--- config.mk ---
export PLATFORM = sky130hd
export DESIGN_NAME = aes_round_ctrl
export DESIGN_NICKNAME = d
export VERILOG_FILES = /design/src/rtl/aes_pkg.sv /design/src/rtl/aes_round_ctrl.sv
export SDC_FILE = /design/constraint.sdc
export NUM_CORES = 1
export LEC_CHECK = 0
export BUFFER_PORTS_ARGS = -buffer_cell sky130_fd_sc_hd__buf_4
export CORE_AREA = 2 2 251 253
export DETAILED_ROUTE_END_ITERATION = 10
export DIE_AREA = 0 0 253 255
export PLACE_DENSITY_LB_ADDON = 0.05
export SKIP_CTS_REPAIR_TIMING = 1
export SLEW_MARGIN = 10
export SYNTH_ARGS = -nofsm -noshare
export SYNTH_HDL_FRONTEND = slang
export SYNTH_SLANG_ARGS = --single-unit
export TNS_END_PERCENT = 50
--- constraint.sdc ---
create_clock -name clk_i -period 2 [get_ports clk_i]
set_clock_uncertainty 0.2 [all_clocks]
set_input_delay 0 -clock clk_i [delete_from_list [all_inputs] [get_ports clk_i]]
set_output_delay 0 -clock clk_i [all_outputs]
set_load 0.1 [all_outputs]
--- src/rtl/aes_pkg.sv ---
// AES round controller shared types.
// FSM states, block type and default round count.
package aes_pkg;

  typedef enum logic [1:0] {
    S_IDLE  = 2'd0,
    S_ROUND = 2'd1,
    S_DONE  = 2'd2
  } aes_state_e;

  typedef logic [127:0] aes_block_t;

  localparam int AES_ROUNDS = 10;

endpackage

--- src/rtl/aes_round_ctrl.sv ---
// AES round sequencer: drives an external key ROM and round datapath.
// Define AES_CTRL_DECRYPT_EN to add decrypt_i and reversed key order.
module aes_round_ctrl
  import aes_pkg::*;
#(
  parameter int ROUNDS = AES_ROUNDS
) (
  input  logic         clk_i,
  input  logic         rst_n_i,
  input  logic         start_i,
  input  logic         clear_i,
`ifdef AES_CTRL_DECRYPT_EN
  input  logic         decrypt_i,
`endif
  input  logic [127:0] block_i,
  output logic         ready_o,
  output logic [3:0]   round_o,
  input  logic [127:0] key_i,
  output logic [127:0] state_o,
  output logic         final_o,
  input  logic [127:0] rdata_i,
  output logic         valid_o,
  output logic [127:0] data_o,
  input  logic         ready_i
);

  localparam logic [3:0] LP_LAST = 4'(ROUNDS);

  aes_state_e r_fsm;
  aes_state_e w_fsm_nxt;
  aes_block_t r_blk;
  aes_block_t w_blk_nxt;
  logic [3:0] r_cnt;
  logic [3:0] w_cnt_nxt;
  logic       w_in_round;
  logic       w_accept;

  assign w_in_round = (r_fsm == S_ROUND);
  assign w_accept   = ready_o & start_i & ~clear_i;

  // State, block and round counter registers
  always_ff @(posedge clk_i) begin
    if (!rst_n_i) begin
      r_fsm <= S_IDLE;
      r_blk <= '0;
      r_cnt <= '0;
    end else begin
      r_fsm <= w_fsm_nxt;
      r_blk <= w_blk_nxt;
      r_cnt <= w_cnt_nxt;
    end
  end

  // Next state: clear aborts; counter stops at the last round
  always_comb begin
    w_fsm_nxt = r_fsm;
    w_blk_nxt = r_blk;
    w_cnt_nxt = r_cnt;
    if (clear_i) begin
      w_fsm_nxt = S_IDLE;
      w_cnt_nxt = '0;
    end else begin
      unique case (r_fsm)
        S_IDLE: begin
          if (start_i) begin
            w_blk_nxt = block_i ^ key_i;
            w_cnt_nxt = 4'd1;
            w_fsm_nxt = S_ROUND;
          end
        end
        S_ROUND: begin
          w_blk_nxt = rdata_i;
          if (r_cnt == LP_LAST) begin
            w_fsm_nxt = S_DONE;
          end else begin
            w_cnt_nxt = r_cnt + 4'd1;
          end
        end
        S_DONE: begin
          if (ready_i) begin
            w_fsm_nxt = S_IDLE;
            w_cnt_nxt = '0;
          end
        end
        default: begin
          w_fsm_nxt = S_IDLE;
          w_cnt_nxt = '0;
        end
      endcase
    end
  end

  assign ready_o = (r_fsm == S_IDLE);
  assign valid_o = (r_fsm == S_DONE);
  assign state_o = r_blk;
  assign data_o  = r_blk;
  assign final_o = w_in_round & (r_cnt == LP_LAST);

`ifdef AES_CTRL_DECRYPT_EN
  logic r_dec;

  // Direction latched when a block is accepted
  always_ff @(posedge clk_i) begin
    if (!rst_n_i) begin
      r_dec <= 1'b0;
    end else if (w_accept) begin
      r_dec <= decrypt_i;
    end
  end

  // Decrypt walks the key schedule from the top down
  always_comb begin
    round_o = '0;
    if (w_in_round) begin
      round_o = r_dec ? (LP_LAST - r_cnt) : r_cnt;
    end else if (ready_o && decrypt_i) begin
      round_o = LP_LAST;
    end
  end
`else
  logic w_unused;

  assign w_unused = w_accept;
  assign round_o  = w_in_round ? r_cnt : 4'd0;
`endif

endmodule
# [Word level (Yosys, flattened, before mapping)]
# Index checks and enable logic that the tools add are counted.
[op_classes] order_cmp=0 add_sub_neg=1 muxes=11 bitwise=4 div=0 n_mul=0 shifts=0 n_eq_ne=7 reduce_logical=6
[ops] op="case mux 128 bit (2 select lines)" count=1
[ops] op="two-way mux 128 bit" count=1
[ops] op="XOR 128 bit" count=1
[ops] op="two-way mux 4 bit" count=4
[ops] op="case mux 4 bit (3 select lines)" count=1
[ops] op="AND reduction 3 bit" count=3
[ops] op="two-way mux 2 bit" count=3
[ops] op="case mux 2 bit (3 select lines)" count=1
[ops] op="adder 4 x 1 -> 4 bit, second input constant" count=1
[ops] op="== test 4 bit, second input constant" count=1
[ops] op="!= test 2 x 1 -> 1 bit, second input constant" count=2
[ops] op="!= test 2 bit, second input constant" count=2
[ops] op="== test 2 x 1 -> 1 bit, second input constant" count=1
[ops] op="== test 2 bit, second input constant" count=1
[ops] op="zero test 2 bit" count=1
[ops] op="inverter 1 bit" count=2
[ops] op="nonzero test 2 bit" count=1
[ops] op="OR reduction 2 bit" count=1
[ops] op="bitwise AND 1 bit" count=1
[word_totals] romBits=0 n_memories=0 output_inout_bits=263 inputBits=389 register_bits=134 latch_bits=0 ram_bits=0

# [Depth between registers and ports, before layout]
# Gate-level depths: netlist of the first run.
[depth] depth_word=3 mapped_depth=7

# [Worst setup path after synthesis of the first run]
# OpenSTA, ideal clock, no wires.
[synth_timing] path_kind="register to register" from="register r_fsm[0]" to="register r_fsm[1]" synth_period_minus_slack_ns=2.469 t_arrival_ns=2.198 slack_ns=-0.469 t_required_ns=1.729 stages_incl_launch_ff=5 path_cell_list="dfxtp_1 > buf_2 > nor2b_1 > a22oi_1 > nor2_1"
[synth_via] elab_chain_len=3
[synth_rtl] element="start, declared" line_no="aes_round_ctrl.sv:29" text="aes_state_e r_fsm;"
[synth_rtl] element="start signal, assigned" line_no="aes_round_ctrl.sv:48" text="r_fsm <= w_fsm_nxt;"
[synth_rtl] element="== test 2 bit (*)"
[synth_rtl] element="via valid_o" line_no="aes_round_ctrl.sv:22" text="output logic valid_o,"
[synth_rtl] element="!= test 2 x 1 -> 1 bit (no source line)"
[synth_rtl] element="AND reduction 3 bit (no source line)"
# Mark *: on every way through the listed nets, which the timed path passes. The rest lies on a longest branch.
# A chain may end at the register's enable or synchronous reset.

# [Worst setup path in the final report of the first run]
[layout_timing] from="register r_fsm[1]" to="register r_blk[30] (netlist: data_o[30])"
[layout_via] elab_chain_len=3
[layout_rtl] element="== test 2 x 1 -> 1 bit / zero test 2 bit (equally long branches)" line_no="aes_round_ctrl.sv:63" text="unique case (r_fsm)"
[layout_rtl] element="nonzero test 2 bit (no source line) / != test 2 bit (equally long branches)"
[layout_rtl] element="AND reduction 3 bit (no source line)"
[layout_rtl] element="end signal, assigned" line_no="aes_round_ctrl.sv:49" text="r_blk <= w_blk_nxt;"
[layout_rtl] element="end, declared" line_no="aes_round_ctrl.sv:31" text="aes_block_t r_blk;"
# Parallel ways exist; a longest one is shown, timed or not.

==> impl_metrics.csv, run 1 <==
group,metric,value,unit
critical_path,critPathMaxFanout,26,
yosys,yosysSeqAreaShare,34.6,%
yosys,synthesis.instances,732,
floorplan,die_y,255,microns
yosys,syn_avg_cell_area,10.6,sq um
routing,vias,8690,
layout,nets,2012,
layout,diodes,0,
floorplan,num_rows,92,
timing,fmax,0.525,GHz
timing,setup_ws,0.0951,ns
grt,antenna_found_initial,0,
yosys,synth_area_leaders,"dfxtp_1 35%, mux2i_1 17%, o2bb2ai_1 14%",
timing,finalMaxSlewViolations,0,
timing,timing.setup.tns,0,ns
routing,first_pass_iters,4,
routing,drtIter0Drc,173,
routing,wl_met3,2.12,mm
timing,post-route-min-period,1.90,ns
cts,cts_buffers,17,
timing,worstMarginPinSlew,0.501,ns
routing,route.layer.met1.wl,14.6,mm
timing,relSlewSlack,65.7,%
cts,cts_sinks,134,
floorplan,initial_core_util,12.5,%
cts,cts.path.max_buffers,2,
grt,overflow,0,
cts,clock_tree.root_cell,"clkbuf_16",
cts,cts_tree,"done",
routing,finalWirelength,39.3,mm
yosys,synth_top_area_share,34.6,%
grt,grt_pass1_wl,51.1,mm
worst_hold_path,hold_class,"primary input to flop",
timing,period_share,95.2,%
power,irDropWorstVdd,572,uV
critical_path,crit_arrival,2.04,ns
placement,port_buffers,651,
floorplan,fp.dieW,253,microns
cts,htreeDepth,4,
grt,grt_pass1_vias,7566,
power,p_total,12000,uW
placement,gp_congestion,0.712,
critical_path,start_kind,"flop",
cts,insertion_delay,0.46,ns
layout,final_common_cell,"buf_4",
layout,areaGrowthSynthToFinish,120,%
routing,avgRoutedWirePerCell,16.2,microns
placement,dp_hpwl,30.4,mm
yosys,yosys.area.top_type,"dfxtp_1",
timing,finalHoldViolCount,0,
layout,layout_common_cells,"656 x buf_4, 377 x dlygate4sd3_1, 133 x dfxtp_1, 129 x mux2i_1",
yosys,synth-warning-count,0,
floorplan,io_pins,652,
critical_path,worst_ep_required_time,2.14,ns
routing,dr_wl_met2,22.1,mm
routing,viasPerCell,3.57,
grt,grt.total_usage,11.1,%
power,power_density,703,nW/um^2
status,status,"completed",
yosys,syn-num-nets,1123,
power,power.leakage,0.00833,uW
routing,post-route-drc-count,0,
critical_path,reg2reg_slack,0.1,ns
yosys,ys_ff_latch,134,
placement,pre_cts_slack,0.245,ns
cts,path_clk_slew,0.06,ns
floorplan,die-area,64500,sq um
job,max_cap_violations,0,
grt,grt_max_degree,73,
critical_path,cp-end-kind,"flop",
layout,drive_gt1_share,43.3,%
routing,highest_layer,"met4",
yosys,synth_cell_types,27,
yosys,syn-cell-area,7760,sq um
routing,postRouteAntennaNets,0,
floorplan,core-area,62200,sq um
critical_path,critical_path_class,"flop to flop",
timing,setup_viol,0,
-- power breakdown --
part           total [uW]  internal (uW)  switching, uW  leakage [uW]
registers            3070           2850            213       0.00110
clock network        3490           2150           1340      0.000311
logic                5420           1940           3480       0.00692
total               12000           6940           5030       0.00833
-- worst max-delay path: stages (launching register included) --
cell,delay (ns)
dfxtp_1,0.33
nand2b_4,0.15
buf_12,0.22
mux2i_1,0.21
dlygate4sd3_1,0.57
o2bb2ai_1,0.07
-- cells in the mapped netlist --
| cell | n |
|---|---|
| mux2i_1 | 129 |
| inv_1 | 2 |
| buf_4 | 137 |
| nand2b_1 | 3 |
| buf_6 | 13 |
| a22oi_1 | 1 |
| a31o_2 | 1 |
| nand3b_1 | 5 |
| buf_1 | 3 |
| o31a_1 | 1 |
| dfxtp_1 | 134 |
| a221oi_1 | 1 |
| nor2_1 | 5 |
| nand4b_1 | 1 |
| nor2b_1 | 2 |
| and3b_1 | 1 |
| buf_2 | 14 |
| mux2_2 | 1 |
| a31oi_1 | 3 |
| a21oi_1 | 1 |
| nand3_1 | 3 |
| ha_1 | 2 |
| o2bb2ai_1 | 128 |
| xor2_1 | 128 |
| and2_1 | 3 |
| clkbuf_1 | 7 |
| or3_1 | 3 |
-- path summary, 6_finish.rpt --
path | startpoint | to | cells after the start
worst min-delay path | clear_i | r_fsm[0] | 5
worst min register to register | data_o[29] | data_o[29] | 1
worst max register to register | r_fsm[1] | data_o[30] | 5
worst max-delay path | r_fsm[1] | data_o[30] | 5
-- registers in the layout, indices dropped and copies added, names as in the netlist --
register  count
r_cnt         4
data_o      128
r_fsm         2
-- final cells by class --
class / instances / area [sq um]
inverters: 2 / 7.51
clock inverters: 12 / 174
repair buffers: 1044 / 8900
fillers: 6696 / 45100
clock buffers: 20 / 457
multi-input cells: 422 / 3810
flip-flops and latches: 134 / 2680
well taps: 799 / 1000
-- metrics by stage --
step	area (sq um)	hold slack (ns)	std cells	utilization [%]
after global placement	12600	0.0779	2024	20.3
after global routing	17000	0.0875	2433	27.4
after detailed placement	12600	0.0852	2024	20.3
after CTS	13200	-0.453	2056	21.3
after floorplan	7760	-0.00987	732	-
final	17000	0.0535	2433	27.4
-- routing by layer --
layer,global-route usage [%],vias to the layer above
met3,3.74,30
met1,11.2,4087
met5,0,-
met4,3.55,0
li1,-,4270
met2,21.3,303
-- cell families (layout without fill, tap and decap cells) --
kind of cell	count (synthesis)	after routing	synth area share (%)
AND/OR/NAND/NOR	26	26	2.03
multiplexers	130	130	16.8
XOR/XNOR	128	128	14.5
flip-flops	134	134	34.6
buffers and inverters	176	1078	16.6
AO/OA/AOI/OAI	136	136	15.2
adder cells (fa/ha/maj)	2	2	0.323
(Power assumes the default switching activity.)
==> run 2, diff against run 1 <==
--- a/config.mk
+++ b/config.mk
@@ -6,10 +6,11 @@
 export NUM_CORES = 1
 export LEC_CHECK = 0
 export BUFFER_PORTS_ARGS = -buffer_cell sky130_fd_sc_hd__buf_4
-export CORE_AREA = 2 2 251 253
+export CORE_AREA = 2 2 255 257
+export CTS_BUF_LIST = sky130_fd_sc_hd__clkbuf_4
 export DETAILED_ROUTE_END_ITERATION = 10
-export DIE_AREA = 0 0 253 255
-export PLACE_DENSITY_LB_ADDON = 0.05
+export DIE_AREA = 0 0 257 259
+export PLACE_DENSITY = 0.4
 export SKIP_CTS_REPAIR_TIMING = 1
 export SLEW_MARGIN = 10
 export SYNTH_ARGS = -nofsm -noshare
==> impl_metrics.csv, run 2 <==
group,metric,value,unit
floorplan,num_rows,93,
yosys,async_reset_ff_share,0,%
placement,pre_cts_slack,0.289,ns
yosys,ys_top_cells_by_count,"137 x buf_4, 134 x dfxtp_1, 129 x mux2i_1, 128 x o2bb2ai_1, 128 x xor2_1",
cts,cts.path.max_buffers,2,
floorplan,initial_core_util,12.1,%
floorplan,io_pins,652,
yosys,synth_edf_count,0,
yosys,yosysSeqAreaShare,34.6,%
yosys,synth_top_area_share,34.6,%
timing,worst_endpoint,"round_o[1]",
placement,port_buffers,651,
yosys,ys_ff_latch,134,
yosys,syn-num-nets,1123,
status,lastStage,"global routing (5_1_grt)",
yosys,synth_cell_types,27,
yosys,synthesis.instances,732,
status,status,"did not finish",
placement,gp_congestion,0.798,
cts,cts_buffers,17,
floorplan,fp.dieW,257,microns
yosys,synth_top_flop_cell,"dfxtp_1",
floorplan,die_y,259,microns
timing,worstEndpointType,"top-level output",
status,error,"[ERROR RSZ-0060] Max buffer count reached.",
yosys,yosys.area.top_type,"dfxtp_1",
cts,cts_sinks,134,
yosys,synth-warning-count,0,
cts,htreeDepth,4,
placement,dp_hpwl,25.6,mm
cts,clock_tree.root_cell,"clkbuf_4",
yosys,syn-cell-area,7760,sq um
yosys,syn_avg_cell_area,10.6,sq um
yosys,yosysMostFrequentCell,"buf_4",
grt,grt_max_degree,66,
placement,placed_area,12700,sq um
yosys,synth_area_leaders,"dfxtp_1 35%, mux2i_1 17%, o2bb2ai_1 14%",
run 2: cell families after synthesis:
group	synth area share, %
compound gates	15.2
xor+xnor	14.5
fa+ha+maj	0.323
buf+inv	16.6
flops	34.6
mux	16.8
simple gates	2.03
run 2: through the flow:
| stage | hold WS [ns] | utilization [%] | setup TNS (ns) | instances |
|---|---|---|---|---|
| after floorplan | -0.00987 | - | -0.447 | 732 |
| after global placement | 0.0745 | 19.9 | 0 | 2083 |
| after detailed placement | 0.0843 | 19.9 | 0 | 2083 |
| after CTS | -0.765 | 20.4 | -2.53 | 2115 |
==> run 3, diff against run 2 <==
--- a/config.mk
+++ b/config.mk
@@ -6,11 +6,10 @@
 export NUM_CORES = 1
 export LEC_CHECK = 0
 export BUFFER_PORTS_ARGS = -buffer_cell sky130_fd_sc_hd__buf_4
-export CORE_AREA = 2 2 255 257
-export CTS_BUF_LIST = sky130_fd_sc_hd__clkbuf_4
+export CORE_AREA = 2 2 251 253
 export DETAILED_ROUTE_END_ITERATION = 10
-export DIE_AREA = 0 0 257 259
-export PLACE_DENSITY = 0.4
+export DIE_AREA = 0 0 253 255
+export PLACE_DENSITY_LB_ADDON = 0.15
 export SKIP_CTS_REPAIR_TIMING = 1
 export SLEW_MARGIN = 10
 export SYNTH_ARGS = -nofsm -noshare
==> impl_metrics.csv, run 3 (synthesized netlist as in run 1, its figures left out) <==
group,metric,value,unit
status,status,"completed",
cts,cts_buffers,17,
floorplan,io_pins,652,
routing,vias,8603,
grt,grt_max_degree,81,
layout,drive_gt1_share,44.0,%
placement,pre_cts_slack,0.330,ns
routing,viasPerCell,3.56,
grt,grt_pass1_vias,7269,
timing,period_share,95.1,%
placement,port_buffers,651,
cts,htreeDepth,4,
routing,finalWirelength,36.1,mm
cts,cts.path.max_buffers,2,
power,power.leakage,0.00826,uW
timing,hold_slack,0.0544,ns
cts,path_clk_slew,0.06,ns
timing,post-route-min-period,1.90,ns
cts,cts_tree,"done",
cts,clock_tree.root_cell,"clkbuf_16",
floorplan,fp.dieW,253,microns
routing,first_pass_iters,4,
floorplan,die-area,64500,sq um
routing,drtIter0Drc,182,
power,power_density,703,nW/um^2
layout,areaGrowthSynthToFinish,118,%
critical_path,critical_path_class,"flop to flop",
grt,antenna_found_initial,0,
critical_path,cp-end-kind,"flop",
routing,avgRoutedWirePerCell,15.0,microns
layout,final_common_cell,"buf_4",
placement,gp_congestion,0.730,
critical_path,crit_arrival,2.04,ns
timing,setup_ws,0.0981,ns
power,irDropWorstVdd,617,uV
grt,overflow,0,
critical_path,start_kind,"flop",
timing,setup_viol,0,
critical_path,critPathMaxFanout,25,
floorplan,initial_core_util,12.5,%
timing,finalHoldViolCount,0,
floorplan,core-area,62200,sq um
layout,layout_common_cells,"656 x buf_4, 358 x dlygate4sd3_1, 132 x dfxtp_1, 129 x mux2i_1",
routing,postRouteAntennaNets,0,
cts,insertion_delay,0.47,ns
grt,grt_pass1_wl,45.9,mm
timing,finalMaxSlewViolations,0,
floorplan,die_y,255,microns
timing,fmax,0.526,GHz
placement,dp_hpwl,27.1,mm
layout,nets,1995,
critical_path,worst_ep_required_time,2.14,ns
worst_hold_path,hold_class,"primary input to flop",
timing,relSlewSlack,66.5,%
grt,grt.total_usage,9.82,%
cts,cts_sinks,134,
layout,largest_reg_flops,128,
job,max_cap_violations,0,
floorplan,num_rows,92,
routing,post-route-drc-count,0,
layout,diodes,0,
timing,worstMarginPinSlew,0.501,ns
run 3: layer usage:
| metal | wire length [microns] | global-route usage, % | vias up |
|---|---|---|---|
| li1 | - | - | 4234 |
| met5 | 0 | 0 | - |
| met4 | 476 | 3.28 | 0 |
| met2 | 20300 | 18.6 | 318 |
| met1 | 13100 | 9.90 | 4030 |
| met3 | 2300 | 3.56 | 21 |
run 3: worst paths after layout:
check,end,startpoint,depth (start not counted),slack (ns)
worst max register to register,data_o[86],r_fsm[1],5,0.1
worst max-delay path,data_o[86],r_fsm[1],5,0.1
worst min register to register,data_o[102],data_o[102],1,0.30
worst min-delay path,r_fsm[0],clear_i,5,0.05
run 3: critical path: stages (launching register included):
cell and delay, ns:
dfxtp_1 0.32, nand2b_4 0.15, buf_12 0.23, mux2i_1 0.22
dlygate4sd3_1 0.56, o2bb2ai_1 0.06
run 3: power by group:
part	switching, uW	internal [uW]
Sequential	198	2850
Combinational	3470	1920
Clock	1320	2110
run 3: area by class of cell:
type,instances,area [sq um]
clock buffers,19,443
inverters,2,7.51
well taps,799,1000
flip-flops and latches,134,2690
fillers,6577,45300
multi-input cells,422,3810
repair buffers,1027,8760
clock inverters,13,180
run 3: through the flow:
stage          utilization (%)  TNS (ns)  std cells  power [uW]  area [sq um]
2_1_floorplan                -    -0.447        732        6540          7760
3_3_place_gp              20.3         0       2024        7770         12600
3_5_place_dp              20.3         0       2024        7760         12600
4_1_cts                   21.3    -0.370       2056       11300         13200
5_1_grt                   27.2  -0.00148       2416       12400         16900
6_report                  27.2         0       2416       11900         16900
